--- config.mk ---
export PLATFORM = sky130hd
export DESIGN_NAME = qtree_run_sequencer_flat
export DESIGN_NICKNAME = d
export VERILOG_FILES = /design/src/rtl/qtree_run_sequencer_if.sv /design/src/rtl/qtree_run_sequencer.sv /design/src/flat_wrapper.sv
export SDC_FILE = /design/constraint.sdc
export NUM_CORES = 1
export LEC_CHECK = 0
export BUFFER_PORTS_ARGS = -buffer_cell sky130_fd_sc_hd__buf_2
export CELL_PAD_IN_SITES_DETAIL_PLACEMENT = 1
export CELL_PAD_IN_SITES_GLOBAL_PLACEMENT = 2
export CORE_MARGIN = 3
export CORE_UTILIZATION = 30
export CTS_CLUSTER_DIAMETER = 50
export CTS_CLUSTER_SIZE = 10
export DETAILED_ROUTE_END_ITERATION = 10
export PLACE_DENSITY = 0.9
export SYNTH_ARGS = -nofsm -noshare
export SYNTH_HDL_FRONTEND = slang
export SYNTH_SLANG_ARGS = --single-unit
--- constraint.sdc ---
create_clock -name clk -period 2.3 [get_ports clk]
set_input_delay 0.23 -clock clk [delete_from_list [all_inputs] [get_ports clk]]
set_output_delay 0.23 -clock clk [all_outputs]
set_load 0.1 [all_outputs]
--- src/rtl/qtree_run_sequencer_if.sv ---
`default_nettype none
// ============================================================================
// Module   : qtree_run_sequencer_if
// Desc     : Host stream, loader and DUT source/sink channels of one run.
// Revision : 1.0 - initial release
// ============================================================================
interface qtree_run_sequencer_if #(
    parameter int N_ARGS = 2,
    parameter int PTR_W  = 16,
    parameter int RES_W  = 32
);
    logic                    s_tvalid;
    logic                    s_tlast;
    logic                    s_tready_in;
    logic                    s_tready;
    logic [PTR_W-1:0]        ptr_top;
    logic                    go_d;
    logic                    go_r;
    logic [N_ARGS*PTR_W-1:0] arg_d;
    logic [N_ARGS-1:0]       arg_r;
    logic [RES_W-1:0]        res_d;
    logic                    res_r;

    // master: the sequencer; slave: host stream, loader and benchmark DUT
    modport master (
        input  s_tvalid, s_tlast, s_tready_in, ptr_top, go_r, arg_r, res_d,
        output s_tready, go_d, arg_d, res_r
    );

    modport slave (
        output s_tvalid, s_tlast, s_tready_in, ptr_top, go_r, arg_r, res_d,
        input  s_tready, go_d, arg_d, res_r
    );
endinterface
`default_nettype wire

--- src/rtl/qtree_run_sequencer.sv ---
`default_nettype none
// ============================================================================
// Module   : qtree_run_sequencer
// Desc     : Per-run controller: clears the QTree loader, admits N_ARGS trees,
//            fires Go plus pointer tokens, captures result and cycle count.
//            Watchdog enabled by defining QTREE_SEQ_TIMEOUT_EN.
// Revision : 1.0 - initial release
// ============================================================================
module qtree_run_sequencer #(
    parameter int N_ARGS  = 2,
    parameter int PTR_W   = 16,
    parameter int RES_W   = 32,
    parameter int CNT_W   = 32,
    parameter int TIMEOUT = 2**20
) (
    input  logic                  clk,
    input  logic                  aresetn,
    input  logic                  start,
    output logic                  busy,
    output logic                  done,
    output logic                  timeout,
    output logic                  loader_clr,
    qtree_run_sequencer_if.master bus,
    output logic [RES_W-1:0]      result_data,
    output logic [CNT_W-1:0]      cycle_count
);

    localparam int c_AW = $clog2(N_ARGS + 1);

    typedef enum logic [2:0] {
        S_IDLE = 3'd0,
        S_LOAD = 3'd1,
        S_GO   = 3'd2,
        S_RUN  = 3'd3,
        S_DONE = 3'd4,
        S_TMO  = 3'd5
    } state_t;

    state_t            r_state;
    state_t            w_state_nxt;

    logic              r_loader_clr;
    logic              r_go_d;
    logic              r_go_done;
    logic              r_res_r;
    logic [N_ARGS-1:0] r_arg_vld;
    logic [N_ARGS-1:0] r_arg_done;
    logic [c_AW-1:0]   r_arg_cnt;
    logic [PTR_W-1:1]  r_arg_ptr [N_ARGS];
    logic [RES_W-1:0]  r_result;
    logic [CNT_W-1:0]  r_cycle_cnt;

    logic              w_start_ok;
    logic              w_tlast_hs;
    logic              w_load_fin;
    logic              w_go_fin;
    logic [N_ARGS-1:0] w_arg_fin;
    logic              w_all_fin;
    logic              w_res_hs;
    logic              w_tmo_hit;
    logic [CNT_W-1:0]  w_cnt_inc;

    assign w_start_ok  = start & (r_state inside {S_IDLE, S_DONE, S_TMO});
    assign bus.s_tready = bus.s_tready_in & (r_state == S_LOAD);
    assign w_tlast_hs  = bus.s_tvalid & bus.s_tready & bus.s_tlast;
    assign w_load_fin  = w_tlast_hs & (r_arg_cnt == c_AW'(N_ARGS - 1));

    // A token counts as finished if already done or handshaking this cycle
    assign w_go_fin  = r_go_done | (r_go_d & bus.go_r);
    assign w_arg_fin = r_arg_done | (r_arg_vld & bus.arg_r);
    assign w_all_fin = w_go_fin & (&w_arg_fin);

    assign w_res_hs  = (r_state == S_RUN) & r_res_r & bus.res_d[0];
    assign w_cnt_inc = (&r_cycle_cnt) ? r_cycle_cnt : r_cycle_cnt + 1'b1;

`ifdef QTREE_SEQ_TIMEOUT_EN
    localparam logic [CNT_W-1:0] c_TMO_LIMIT = CNT_W'(TIMEOUT);

    // Compare the post-increment count so the count stops exactly at the limit
    assign w_tmo_hit = (w_cnt_inc >= c_TMO_LIMIT);
    assign timeout   = (r_state == S_TMO);
`else
    assign w_tmo_hit = 1'b0;
    assign timeout   = 1'b0;
`endif

    always_comb begin
        w_state_nxt = r_state;
        case (r_state)
            S_IDLE, S_DONE, S_TMO: begin
                if (start) w_state_nxt = S_LOAD;
            end
            S_LOAD: begin
                if (w_load_fin) w_state_nxt = S_GO;
            end
            S_GO: begin
                if (w_tmo_hit)      w_state_nxt = S_TMO;
                else if (w_all_fin) w_state_nxt = S_RUN;
            end
            S_RUN: begin
                // A result landing on the limit cycle takes priority
                if (w_res_hs)       w_state_nxt = S_DONE;
                else if (w_tmo_hit) w_state_nxt = S_TMO;
            end
            default: w_state_nxt = S_IDLE;
        endcase
    end

    always_ff @(posedge clk or negedge aresetn) begin
        if (!aresetn) begin
            r_state      <= S_IDLE;
            r_loader_clr <= 1'b0;
            r_go_d       <= 1'b0;
            r_go_done    <= 1'b0;
            r_res_r      <= 1'b0;
            r_arg_vld    <= '0;
            r_arg_done   <= '0;
            r_arg_cnt    <= '0;
            r_result     <= '0;
            r_cycle_cnt  <= '0;
            for (int i = 0; i < N_ARGS; i++) r_arg_ptr[i] <= '0;
        end else begin
            r_state      <= w_state_nxt;
            r_loader_clr <= w_start_ok;
            case (r_state)
                S_IDLE, S_DONE, S_TMO: begin
                    if (w_start_ok) begin
                        r_arg_cnt   <= '0;
                        r_arg_vld   <= '0;
                        r_arg_done  <= '0;
                        r_go_d      <= 1'b0;
                        r_go_done   <= 1'b0;
                        r_res_r     <= 1'b0;
                        r_result    <= '0;
                        r_cycle_cnt <= '0;
                        for (int i = 0; i < N_ARGS; i++) r_arg_ptr[i] <= '0;
                    end
                end
                S_LOAD: begin
                    if (w_tlast_hs) begin
                        for (int i = 0; i < N_ARGS; i++) begin
                            if (r_arg_cnt == c_AW'(i)) r_arg_ptr[i] <= bus.ptr_top[PTR_W-1:1];
                        end
                        r_arg_cnt <= r_arg_cnt + 1'b1;
                    end
                    if (w_load_fin) begin
                        r_go_d      <= 1'b1;
                        r_arg_vld   <= '1;
                        r_go_done   <= 1'b0;
                        r_arg_done  <= '0;
                        r_cycle_cnt <= '0;
                    end
                end
                S_GO: begin
                    r_cycle_cnt <= w_cnt_inc;
                    r_go_d      <= r_go_d & ~bus.go_r;
                    r_go_done   <= w_go_fin;
                    r_arg_vld   <= r_arg_vld & ~bus.arg_r;
                    r_arg_done  <= w_arg_fin;
                    if (w_state_nxt == S_RUN) r_res_r <= 1'b1;
                    if (w_state_nxt == S_TMO) begin
                        r_go_d    <= 1'b0;
                        r_arg_vld <= '0;
                    end
                end
                S_RUN: begin
                    r_cycle_cnt <= w_cnt_inc;
                    if (w_res_hs) begin
                        r_result <= bus.res_d;
                        r_res_r  <= 1'b0;
                    end else if (w_state_nxt == S_TMO) begin
                        r_res_r  <= 1'b0;
                    end
                end
                default: ;
            endcase
        end
    end

    // Pointer payload is kept without bit0; bit0 carries the token valid
    for (genvar gi = 0; gi < N_ARGS; gi++) begin : g_arg_pack
        assign bus.arg_d[gi*PTR_W +: PTR_W] = {r_arg_ptr[gi], r_arg_vld[gi]};
    end

    assign busy        = r_state inside {S_LOAD, S_GO, S_RUN};
    assign done        = (r_state == S_DONE);
    assign loader_clr  = r_loader_clr;
    assign bus.go_d    = r_go_d;
    assign bus.res_r   = r_res_r;
    assign result_data = r_result;
    assign cycle_count = r_cycle_cnt;

endmodule
`default_nettype wire

--- src/flat_wrapper.sv ---
// flat-port wrapper written by rule: the top's interface ports become plain ports
module qtree_run_sequencer_flat 
#(
    parameter int N_ARGS  = 2,
    parameter int PTR_W   = 16,
    parameter int RES_W   = 32,
    parameter int CNT_W   = 32,
    parameter int TIMEOUT = 2**20
)
  (clk, aresetn, start, busy, done, timeout, loader_clr, result_data, cycle_count, bus_s_tvalid, bus_s_tlast, bus_s_tready_in, bus_ptr_top, bus_go_r, bus_arg_r, bus_res_d, bus_s_tready, bus_go_d, bus_arg_d, bus_res_r);
  qtree_run_sequencer_if #(.N_ARGS(N_ARGS), .PTR_W(PTR_W), .RES_W(RES_W)) bus_i ();
  input  logic clk;
  input  logic aresetn;
  input  logic start;
  output logic busy;
  output logic done;
  output logic timeout;
  output logic loader_clr;
  output logic [RES_W-1:0] result_data;
  output logic [CNT_W-1:0] cycle_count;
  input wire logic [$bits(bus_i.s_tvalid)-1:0] bus_s_tvalid;
  input wire logic [$bits(bus_i.s_tlast)-1:0] bus_s_tlast;
  input wire logic [$bits(bus_i.s_tready_in)-1:0] bus_s_tready_in;
  input wire logic [$bits(bus_i.ptr_top)-1:0] bus_ptr_top;
  input wire logic [$bits(bus_i.go_r)-1:0] bus_go_r;
  input wire logic [$bits(bus_i.arg_r)-1:0] bus_arg_r;
  input wire logic [$bits(bus_i.res_d)-1:0] bus_res_d;
  output wire logic [$bits(bus_i.s_tready)-1:0] bus_s_tready;
  output wire logic [$bits(bus_i.go_d)-1:0] bus_go_d;
  output wire logic [$bits(bus_i.arg_d)-1:0] bus_arg_d;
  output wire logic [$bits(bus_i.res_r)-1:0] bus_res_r;
  assign bus_i.s_tvalid = bus_s_tvalid;
  assign bus_i.s_tlast = bus_s_tlast;
  assign bus_i.s_tready_in = bus_s_tready_in;
  assign bus_i.ptr_top = bus_ptr_top;
  assign bus_i.go_r = bus_go_r;
  assign bus_i.arg_r = bus_arg_r;
  assign bus_i.res_d = bus_res_d;
  assign bus_s_tready = bus_i.s_tready;
  assign bus_go_d = bus_i.go_d;
  assign bus_arg_d = bus_i.arg_d;
  assign bus_res_r = bus_i.res_r;
  qtree_run_sequencer #(.N_ARGS(N_ARGS), .PTR_W(PTR_W), .RES_W(RES_W), .CNT_W(CNT_W), .TIMEOUT(TIMEOUT)) u_core (.clk(clk), .aresetn(aresetn), .start(start), .busy(busy), .done(done), .timeout(timeout), .loader_clr(loader_clr), .bus(bus_i), .result_data(result_data), .cycle_count(cycle_count));
endmodule
==> impl_metrics.env <==
export IMPL_status="completed"
export IMPL_hold_path_class="input port to flop"
export IMPL_cts_root_buf="sky130_fd_sc_hd__clkbuf_16"
export IMPL_cp_max_fo=11
export IMPL_drive_above_1_share_pct=35.2
export IMPL_timing_worst_slew_pin_value_ps=638
export IMPL_grt_start_max_net_pins=46
export IMPL_final_antenna_net_count=0
export IMPL_worstPathCellList="ha_1, nand3_1, nor4_2, buf_4, and3_1, or2_2, a211o_1"
export IMPL_detail_route_drc_violations=0
export IMPL_path_clk_slew_ps=80
export IMPL_maxCapViolations=0
export IMPL_finalWirelength_um=15100
export IMPL_global_route_wire_length_before_repair_um=24800
export IMPL_synthesis_nets=577
export IMPL_met1_usage_pct=22.1
export IMPL_place_gp_congestion=0.763
export IMPL_max_slew_margin_pct=57.5
export IMPL_track_usage_pct=17.1
export IMPL_grt_overflow_total=0
export IMPL_netlist_top_cells_area="sky130_fd_sc_hd__dfrtp_1 55%, sky130_fd_sc_hd__nand2_1 9.5%, sky130_fd_sc_hd__nand3_1 4.2%, sky130_fd_sc_hd__a32o_1 3.7%, sky130_fd_sc_hd__o21ai_0 2.9%"
export IMPL_finalHoldViolations=0
export IMPL_ir_worst_vdd_mv=0.315
export IMPL_nature_of_the_critical_path_endpoint="flop"
export IMPL_insertion_delay_ps=350
export IMPL_hold_depth=3
export IMPL_route_detailed_vias_per_inst=5.13
export IMPL_number_of_global_route_vias_before_repair=4724
export IMPL_yosys_cell_count_top_type="sky130_fd_sc_hd__nand2_1"
export IMPL_netlist_instances=517
export IMPL_numCtsBuffers=9
export IMPL_power_per_cell_area_nw_per_um2=576
export IMPL_postSynthRegisterBits=107
export IMPL_power_clock_fraction_pct=45.5
export IMPL_cts_htree_levels=3
export IMPL_seq_total_area_yosys_pct=55.0
export IMPL_timing_final_crit_period_ps=2110
export IMPL_ff2ff_path_depth=7
export IMPL_worst_path_largest_cell_delay_ps=510
export IMPL_yosys_warnings=0
export IMPL_synth_distinct_cells=47
export IMPL_unrepaired_setup_endpoints_after_global_routing="no"
export IMPL_cts_max_path_buffers=2
export IMPL_final_core_util_pct=40.8
export IMPL_cp_data_required_time_ps=2520
export IMPL_initial_utilization_pct=31.4
export IMPL_ios=160
export IMPL_worst_clock_skew_ps=11.3
export IMPL_multi_input_comb_area_um2=2020
export IMPL_num_vias=4537
export IMPL_gr_max_usage_layer="met2"
export IMPL_groute_layer_met3_usage_pct=5.51
export IMPL_seq_area_um2=2720
export IMPL_place_port_buffers=157
export IMPL_fmax_mhz=475
export IMPL_antenna_found_initial=1
export IMPL_start_to_end_type_of_the_worst_setup_path="flop to flop"
export IMPL_slowest_stage="sky130_fd_sc_hd__dfrtp_4"
export IMPL_fillerInstances=1828
export IMPL_fp_dieH_um=133
export IMPL_floorplan_rows=45
export IMPL_fp_dieW_um=133
export IMPL_clock_sinks=107
export IMPL_p_sw_share_pct=21.1
export IMPL_placement_setup_worst_slack_ps=104
export IMPL_post_synth_cell_area_avg_um2=9.42
export IMPL_synth_top_cell_by_area="sky130_fd_sc_hd__dfrtp_1"
export IMPL_groute_layer_met2_usage_pct=28.1
export IMPL_cp_start_kind="flop"
export IMPL_initialDrtViolationCount=248
export IMPL_async_reset_ff_share_pct=100
export IMPL_timing_final_max_slew_violations=0
export IMPL_die_outline_area_um2=17800
export IMPL_postSynth_topFlopCell="sky130_fd_sc_hd__dfrtp_1"
export IMPL_cts_tree="built"
export IMPL_synth_top_cells_by_count="123 x sky130_fd_sc_hd__nand2_1, 107 x sky130_fd_sc_hd__dfrtp_1, 41 x sky130_fd_sc_hd__nand3_1"
export IMPL_postLayoutSetupSlackWorst_ps=193
export IMPL_power_sequential_fraction_pct=51.5
export IMPL_core_um2=15500
export IMPL_yosysTopAreaCellShare_pct=55.0
export IMPL_total_power_mw=3.65
export IMPL_final_nets=730
export IMPL_area_growth_synth_to_final_pct=30.1
export IMPL_detailedPlacementHpwl_um=10900
export IMPL_diodes=0
export IMPL_layout_worst_path_cycle_share_pct=91.6
export IMPL_total_negative_slack_for_setup_checks_ps=0
export IMPL_power_internal_mw=2.88
export IMPL_power_static_leakage_nw=3.26
export IMPL_net_switching_power_mw=0.771
export IMPL_routedWlPerCell_um=17.1
export IMPL_setup_violations=0
export IMPL_synth_enable_flop_cells=0
export IMPL_first_pass_iters=5
export IMPL_combPwrFrac_pct=3.0
export IMPL_critical_path_arrival_ps=2330
export IMPL_syn_area_um2=4870
-- power by group through the flow --
stage          logic [mW]  clock network [mW]  registers (mW)
6_report            0.110                1.66            1.88
2_1_floorplan      0.0127                   0            1.92
5_1_grt             0.126                1.83            1.88
3_3_place_gp        0.108                   0            1.92
4_1_cts             0.114                1.73            1.88
3_5_place_dp        0.112                   0            1.92
-- flip-flops by register name, summed over array words and instances (netlist names) --
| name | flops |
|---|---|
| u_core.r_go_done | 1 |
| u_core.bus.res_r | 1 |
| u_core.bus.arg_d | 30 |
| u_core.cycle_count | 32 |
| u_core.bus.go_d | 1 |
| u_core.r_arg_cnt | 2 |
| u_core.result_data | 32 |
| u_core.r_arg_vld | 2 |
| u_core.r_state | 3 |
| u_core.loader_clr | 1 |
| u_core.r_arg_done | 2 |
-- layer usage --
metal / vias up / wire length, um
li1: 2140 / -
met2: 129 / 7430
met5: - / 13
met1: 2256 / 6710
met3: 10 / 862
met4: 2 / 95
-- what timing repair did --
| item | 4_1_cts | 5_1_grt |
|---|---|---|
| endpoints found under the setup margin | 0 | 8 |
| resized for setup | 0 | 3 |
| hold endpoints to repair | 42 | 0 |
| setup buffers | 0 | 0 |
| hold buffers | 1 | 0 |
-- per-stage QoR --
stage                     instance area [um2]  cells  hold slack, ps
after global routing                     6340    885            89.5
after floorplan                          4920    517           -65.6
after global placement                   6010    869             298
after CTS                                6330    885            80.8
after detailed placement                 6010    869             295
final                                    6340    885            95.7
-- worst paths after layout --
path / startpoint / to / slack (ps)
setup / recovery: u_core.cycle_count[0] / u_core.cycle_count[31] / 190
hold / removal: bus_res_d[20] / u_core.result_data[20] / 100
setup reg to reg: u_core.cycle_count[0] / u_core.cycle_count[31] / 190
hold reg to reg: u_core.result_data[21] / u_core.result_data[21] / 470
max in group asynchronous: aresetn / u_core.r_arg_cnt[1] / 1180
min in group asynchronous: aresetn / u_core.cycle_count[4] / 450
-- worst max-delay path: cells and delay by family, from the launching register on --
family | cells | cell delay (ps)
simple gates | 4 | 740
flops | 1 | 510
compound gates | 1 | 310
fa+ha+maj | 1 | 240
buf+inv | 1 | 190
-- cells by family after synthesis --
| family | after synthesis | share of synthesized area [%] |
|---|---|---|
| and+or+nand+nor | 238 | 23.0 |
| AOI/OAI and AO/OA | 119 | 16.6 |
| DFF | 107 | 55.0 |
| buffers and inverters | 46 | 3.95 |
| muxes | 3 | 0.642 |
| adders and majority gates | 3 | 0.770 |
| other | 1 | 0.0770 |
-- layout by cell type (no fill, tap or decap), drive strengths merged, types with 2 or more instances in the layout --
master | synthesis | final
a41oi | 4 | 4
o21ai | 28 | 28
buf | 12 | 178
a31oi | 18 | 18
mux2i | 2 | 2
a32o | 18 | 18
nand4 | 10 | 10
nor3 | 5 | 5
o211ai | 2 | 2
nor4 | 4 | 4
clkinv | 0 | 2
clkbuf | 25 | 10
o31ai | 12 | 12
nand3 | 41 | 41
and3 | 11 | 11
nand2 | 124 | 124
dfrtp | 107 | 107
or4 | 5 | 5
o21a | 5 | 5
a21oi | 21 | 21
bufinv | 0 | 2
and2 | 5 | 5
a21o | 3 | 3
ha | 3 | 3
nor2b | 2 | 2
nor2 | 19 | 19
o22a | 3 | 3
nand2b | 6 | 6
inv | 9 | 10
-- area by class of cell --
type / instances / share of cell area [%]
Clock buffer: 10 / 3.61
Clock inverter: 5 / 1.36
Inverter: 9 / 0.533
Multi-Input combinational cell: 364 / 31.9
Sequential cell: 107 / 42.9
Tap cell: 211 / 4.16
Timing Repair Buffer: 179 / 15.5
Power figures use the tool's default switching activity.
